$ cat src/rtl/sram_ctrl.sv
// Two-phase 32-bit access controller for a 16-bit asynchronous SRAM.
// Each load/store is split into a low and a high halfword access of ACCESS_CYCLES clocks each.
module sram_ctrl #(
  parameter int ACCESS_CYCLES = 2
) (
  input  logic        clk,
  input  logic        rst,
  input  logic        wr_en,
  input  logic        rd_en,
  input  logic [31:0] address,
  input  logic [31:0] write_data,
  output logic [31:0] read_data,
  output logic        ready,
  output logic [17:0] sram_addr,
  output logic [15:0] sram_dq_out,
  input  logic [15:0] sram_dq_in,
  output logic        sram_dq_oe,
  output logic        sram_we_n,
  output logic        sram_oe_n
);

  typedef enum logic [1:0] {IDLE, LOW, HIGH, DONE} state_t;

  localparam logic [2:0] LAST = 3'(ACCESS_CYCLES - 1);

  state_t      r_state;
  logic [2:0]  r_cnt;
  logic        r_wr;
  logic [16:0] r_waddr;
  logic [31:0] r_wdata;

  logic w_req;
  logic w_last;
  logic w_unused;

  assign w_req    = wr_en | rd_en;
  assign w_last   = (r_cnt == LAST);
  assign w_unused = ^{address[31:19], address[1:0]};

  // Freeze the pipeline from the moment a request appears until the DONE cycle.
  assign ready = (r_state == DONE) || ((r_state == IDLE) && !w_req);

  // Bus outputs are loaded on state entry so they are stable for the whole phase.
  always_ff @(posedge clk or negedge rst) begin
    if (!rst) begin
      r_state     <= IDLE;
      r_cnt       <= '0;
      r_wr        <= 1'b0;
      r_waddr     <= '0;
      r_wdata     <= '0;
      read_data   <= '0;
      sram_addr   <= '0;
      sram_dq_out <= '0;
      sram_dq_oe  <= 1'b0;
      sram_we_n   <= 1'b1;
      sram_oe_n   <= 1'b1;
    end else begin
      case (r_state)
        IDLE: begin
          if (w_req) begin
            r_state     <= LOW;
            r_cnt       <= '0;
            r_wr        <= wr_en;
            r_waddr     <= address[18:2];
            r_wdata     <= write_data;
            sram_addr   <= {address[18:2], 1'b0};
            sram_dq_out <= wr_en ? write_data[15:0] : 16'h0;
            sram_dq_oe  <= wr_en;
            sram_we_n   <= ~wr_en;
            sram_oe_n   <= wr_en;
          end
        end
        LOW: begin
          if (w_last) begin
            r_state   <= HIGH;
            r_cnt     <= '0;
            sram_addr <= {r_waddr, 1'b1};
            if (r_wr) sram_dq_out     <= r_wdata[31:16];
            else      read_data[15:0] <= sram_dq_in;
          end else begin
            r_cnt <= r_cnt + 3'd1;
          end
        end
        HIGH: begin
          if (w_last) begin
            r_state     <= DONE;
            r_cnt       <= '0;
            sram_addr   <= '0;
            sram_dq_out <= '0;
            sram_dq_oe  <= 1'b0;
            sram_we_n   <= 1'b1;
            sram_oe_n   <= 1'b1;
            if (!r_wr) read_data[31:16] <= sram_dq_in;
          end else begin
            r_cnt <= r_cnt + 3'd1;
          end
        end
        DONE: r_state <= IDLE;
      endcase
    end
  end

endmodule

$ cat config.mk
export PLATFORM = sky130hd
export DESIGN_NAME = sram_ctrl
export DESIGN_NICKNAME = d
export VERILOG_FILES = /design/src/rtl/sram_ctrl.sv
export SDC_FILE = /design/constraint.sdc
export NUM_CORES = 1
export LEC_CHECK = 0
export CAP_MARGIN = 20
export CORE_UTILIZATION = 45
export DETAILED_ROUTE_END_ITERATION = 8
export MAX_ROUTING_LAYER = met4
export PLACE_DENSITY = 0.78
export SYNTH_ARGS = -nofsm -noshare
export SYNTH_HDL_FRONTEND = slang
export SYNTH_SLANG_ARGS = --single-unit
$ cat constraint.sdc
create_clock -name clk -period 2.9 [get_ports clk]
set_clock_uncertainty 0.15 [all_clocks]
set_input_delay 0.58 -clock clk [delete_from_list [all_inputs] [get_ports clk]]
set_output_delay 0.58 -clock clk [all_outputs]
set_load 0.01 [all_outputs]
Word level (Yosys, flattened, before mapping)
Cells that the tools add are included.
{"block": "word_totals", "reg_bits": 124, "inputBits": 84, "output_inout_bits": 70, "word_cells": 64}
{"block": "op_classes", "n_addsub": 1, "n_eq_ne": 8, "n_mux": 24, "bitwise_logic": 3, "n_reduce_logical": 16}
{"operator": "$mux 16", "count": 5}
{"operator": "$mux 18", "count": 3}
{"operator": "$pmux 18 s3", "count": 1}
{"operator": "$pmux 16 s3", "count": 1}
{"operator": "$reduce_and 3->1", "count": 4}
{"operator": "$ne 2x2->1 const B", "count": 4}
{"operator": "$pmux 2 s4", "count": 1}
{"operator": "$mux 2", "count": 3}
{"operator": "$mux 3", "count": 2}
{"operator": "$pmux 1 s2", "count": 3}
{"operator": "$pmux 3 s2", "count": 1}
{"operator": "$reduce_and 5->1", "count": 1}
{"operator": "$eq 2x2->1 const B", "count": 2}
{"operator": "$mux 1", "count": 4}
{"operator": "$reduce_and 2->1", "count": 2}
{"operator": "$reduce_and 4->1", "count": 1}
{"operator": "$reduce_bool 2->1", "count": 2}
{"operator": "$add 3x1->3 const B", "count": 1}
{"operator": "$eq 3x1->1 const B", "count": 1}
{"operator": "$reduce_bool 3->1", "count": 1}
{"operator": "$eq 2x1->1 const B", "count": 1}
{"operator": "$logic_not 2->1", "count": 1}
{"operator": "$not 1->1", "count": 2}
{"operator": "$reduce_or 2->1", "count": 1}
{"operator": "4 further kinds", "count": 4}

Longest topological paths before layout
{"block": "logic_depth", "ltp_word": 4, "ltp_mapped": 7, "ltp_nobuf": 5}

Least setup slack after synthesis
No wires, ideal clock.
{"block": "synth_path", "kind": "input-to-reg", "startpoint": "in wr_en", "endpoint": "reg r_waddr[10]", "setup_time_ps": 125, "arrival_time_ps": 1881, "required_ps": 2625, "setup_slack_ps": 745, "path_stages": 4, "path_buffers": 2, "path_cell_list": "clkbuf_1 > o21ai_1 > clkbuf_1 > mux2_2"}
{"block": "synth_via", "elab_chain_cells": 2}
{"element": "start, declared", "line": "8", "source": "input logic wr_en,"}
{"element": "$or 1x1->1", "line": "36", "source": "assign w_req = wr_en | rd_en;"}
{"element": "$reduce_and 2->1 (no source line)"}
{"element": "end signal, assigned", "line": "64", "source": "r_waddr <= address[18:2];"}
{"element": "end, declared", "line": "29", "source": "logic [16:0] r_waddr;"}
Every way passes these cells.
A chain may end at the register's enable or synchronous reset.

Worst setup path in the final report
{"block": "layout_path", "startpoint": "reg r_state[0]", "endpoint": "out ready"}
{"block": "layout_via", "elab_chain_cells": 3, "elab_cells_between_ends": 4, "classes_between": "eq/ne: 1; reduce/logical: 3"}
{"element": "start, declared", "line": "26", "source": "state_t r_state;"}
{"element": "start signal, assigned", "line": "46", "source": "r_state <= IDLE;"}
{"element": "start signal, assigned", "line": "61", "source": "r_state <= LOW;"}
{"element": "start signal, assigned", "line": "75", "source": "r_state <= HIGH;"}
{"element": "$logic_not 2->1", "line": "41", "source": "assign ready = (r_state == DONE) || ((r_state == IDLE) && !w_req);"}
{"element": "$logic_and 1x1->1", "line": "41"}
{"element": "$logic_or 1x1->1 *", "line": "41"}
{"element": "end, declared", "line": "13", "source": "output logic ready,"}
Mark *: on every way between the ends. The rest lies on a longest branch, timed or not.

==> results.tsv <==
stage	metric	value	unit
clock_tree	CTS Buffer Depth	2	
grt	initial antenna violation count	0	
critical_path	Worst Path Required	2.17	ns
pwr	pwr dens	1220	mW/mm^2
pwr	sw frac	35.7	%
routing	initial detailed-routing violation count	95	
critical_path	CP Depth	5	
routing	final wirelength	11000	um
floorplan	io pins	154	
logic_synthesis	main flop type after synthesis	dfrtp_1	
floorplan	Core Area	0.0102	mm^2
critical_path	delay-heaviest family, CP	simple AND/OR/NAND/NOR gates	
cells_and_area	Layout Nets	588	
clock_tree	clk_lat worst skew	0.35	ns
critical_path	Register-to-Register Path Depth	6	
critical_path	Worst EP arrival	1.91	ns
timing	Max Clock Freq	379	MHz
timing	Final period util	90.9	%
floorplan	Initial Util	46.2	%
critical_path	critical-path maximum fanout	4	
clock_tree	H-tree Lvls	3	
critical_path	startpoint class of the critical path	register	
pwr	Reg power frac	33.6	%
placed_design	RePlAce Congestion	0.740	
pwr	clock share of power	12.1	%
timing	RSZ-0062 raised after global routing	false	
critical_path	critical path's largest stage delay	0.49	ns
cells_and_area	Storage cell area	0.00271	mm^2
timing	Hold Fails Final Rpt	0	
floorplan	Die Y	104	um
cells_and_area	area growth from synthesis to layout	39.2	%
grt	first-pass GRT wire length	18300	um
grt	GRT met1 Usage	26.6	%
logic_synthesis	register area share after synthesis	57.3	%
floorplan	row count	37	
clock_tree	cts-stage hold buffer count	0	
critical_path	worst path cell trace	inv_2, ha_1, or3b_2, nand2b_1, dlygate4sd2_1	
timing	final slew viol count	0	
timing	hold slack	0.0624	ns
routing	vias	3339	
routing	drt via density	5.22	
pwr	LEAKAGE	2.80	nW
run_status	status	complete, no violations	
logic_synthesis	syn_nets	438	
timing	Period minus WS final	2.64	ns
logic_synthesis	Post-synth EDFFs	0	
routing	drt drc	0	
critical_path	Buf/Inv on CP	2	
logic_synthesis	Async S/R FF share, synth	100	%
grt	GRT overflow	0	
routing	Routed WL per cell	17.3	um
clock_tree	CTS tree	yes	
routing	Final ANT Viol Nets	0	
logic_synthesis	FF+latch count, synth	108	
grt	grt met3 use	3.70	%
cells_and_area	layout cells sized above 1	24.8	%
pwr	P_sw	0.00287	W
critical_path	Crit Path Class	reg2out	
timing	Slew headroom	59.2	%
logic_synthesis	post-synthesis cell area	0.00472	mm^2
logic_synthesis	Syn. warnings	0	
pwr	Gate power share	54.2	%
timing	TNS Setup	0	ns
timing	Worst Tran Pin Value	0.608	ns
grt	Overall Global Routing Usage	22.1	%
job	MaxCap Viol Count	0	
clock_tree	CTS Buf Count	9	
grt	GR Layer Usage met2	37.5	%
clock_tree	Clock Pin Slew Worst Setup and Hold Paths	0.10	ns
grt	largest net degree at the start of global routing	48	
grt	vias in the first global route	3620	
logic_synthesis	syn_area_per_cell	13.5	um^2
cells_and_area	FILL cells	805	
floorplan	die width	104	um
cells_and_area	Multi-input gate area	0.00185	mm^2
cells_and_area	antenna cells	0	
routing	DRT Pass-1 Iters	4	
critical_path	Slowest-stage cell, CP	or3b_2	
logic_synthesis	Syn Inst Count	349	
grt	GRT busiest layer	met2	
timing	Setup-failing EPs final	0	
critical_path	endpoint class of the critical path	primary output	
min_path	HP Class	in2async	
clock_tree	total clock sinks	108	
pwr	VDD IR max	0.625	mV
placed_design	port buffer count	138	
clock_tree	Root Buffer	clkbuf_8	
logic_synthesis	Netlist cell types	38	
floorplan	Die Footprint	0.0109	mm^2
pwr	internal power	0.00517	W
placed_design	hpwl dp	7750	um
## worst reg2reg max path, delay by kind of cell (launching register included)
kind                       cells  cell delay (ns)
DFF                            1             0.41
buffers and inverters          2             0.43
AOI/OAI and AO/OA              1             0.36
muxes                          1             0.21
and+or+nand+nor                1             0.37
adders and majority gates      1             0.26
## registers in the layout, indices dropped and copies added, names as in the netlist
register / cells
r_cnt: 3
r_state: 2
r_waddr: 17
r_wdata: 16
r_wr: 1
read_data: 32
sram_addr: 18
sram_dq_oe: 1
sram_dq_out: 16
sram_oe_n: 1
sram_we_n: 1
## metal layers
metal  share of wire [%]  up-vias
met5                   0        -
met4                 2.4        0
met3                 3.2       17
met2                  51       81
met1                  43     1700
li1                    -     1541
## layout make-up
class                      count  area share (%)
clock buffer                  11            2.30
sequential                   108            41.1
tap                          136            2.59
multi-input combinational    197            28.1
inverter                      24            1.37
clock inverter                 5            1.01
timing repair buffer         159            23.5
## per-stage QoR
step,util [%],setup slack (ns),cell area (um^2),instances,total power [W]
after floorplan,-,0.745,4720,349,0.00533
after global placement,62.0,0.0114,6340,622,0.00694
after detailed placement,62.0,0.00102,6340,622,0.00712
after CTS,64.2,0.259,6570,639,0.00811
after global routing,64.3,0.165,6580,640,0.00857
final,64.3,0.264,6580,640,0.00804
## logic make-up (layout without fill, tap and decap cells)
| kind of cell | after synthesis | after routing | share of synthesized area, % |
|---|---|---|---|
| multiplexers | 84 | 84 | 19.5 |
| buffers and inverters | 44 | 199 | 3.92 |
| AO/OA/AOI/OAI | 69 | 69 | 12.9 |
| adder cells (fa/ha/maj) | 5 | 5 | 1.32 |
| AND/OR/NAND/NOR | 39 | 39 | 5.06 |
| flip-flops | 108 | 108 | 57.3 |
## cells in the final DEF (no fill, tap or decap), types with 2 or more instances in the layout
cell type and instances:
a221oi_1 16, a2bb2oi_2 10, a2bb2oi_1 6, nand3_1 3, a21oi_1 17, inv_1 23
a22o_1 6, mux2i_1 18, mux2_2 66, nand2_1 2, nor2b_1 20, clkdlybuf4s50_1 136
ha_1 5, and2b_1 2, dfrtp_1 106, buf_4 21, nand2b_1 2, clkbuf_8 11
o21ai_0 5, dfstp_2 2, nor2_1 3
## Yosys cell counts (2+ instances only)
cell type  instances  area, um^2
dfrtp_1          106        2650
mux2_2            66         743
inv_1             24        90.1
nor2b_1           20         125
mux2i_1           18         180
a21oi_1           17        85.1
a221oi_1          16         140
clkbuf_1          13        48.8
a2bb2oi_2         10         150
a22o_1             6        52.6
a2bb2oi_1          6        52.6
ha_1               5        62.6
o21ai_0            5        25.0
buf_2              4        20.0
nand3_1            3        15.0
nor2_1             3        11.3
and2b_1            2        15.0
buf_4              2        15.0
dfstp_2            2        52.6
nand2_1            2        7.51
nand2b_1           2        12.5
## power groups by stage
stage                     clock network [W]  registers (W)  logic [W]
after global placement                    0        0.00269    0.00425
final                              0.000973        0.00270    0.00436
after detailed placement                  0        0.00273    0.00439
after CTS                          0.000999        0.00270    0.00441
after global routing                0.00107        0.00279    0.00471
after floorplan                           0        0.00289    0.00244
## worst paths after layout
path,startpoint,endpoint,slack [ns]
setup / recovery,r_state[0],ready,0.26
hold / removal,rst,read_data[3],0.06
setup reg to reg,r_state[1],sram_addr[11],0.64
hold reg to reg,sram_oe_n,sram_oe_n,0.35
max in group asynchronous,rst,r_waddr[9],1.75
min in group clk,sram_oe_n,sram_oe_n,0.35
## timing repair
action,in CTS,in global routing
buffers inserted,1,0
endpoints found under the hold margin,0,0
resized for setup,2,0
setup endpoints to repair,1,0
Power figures use the tool's default switching activity.
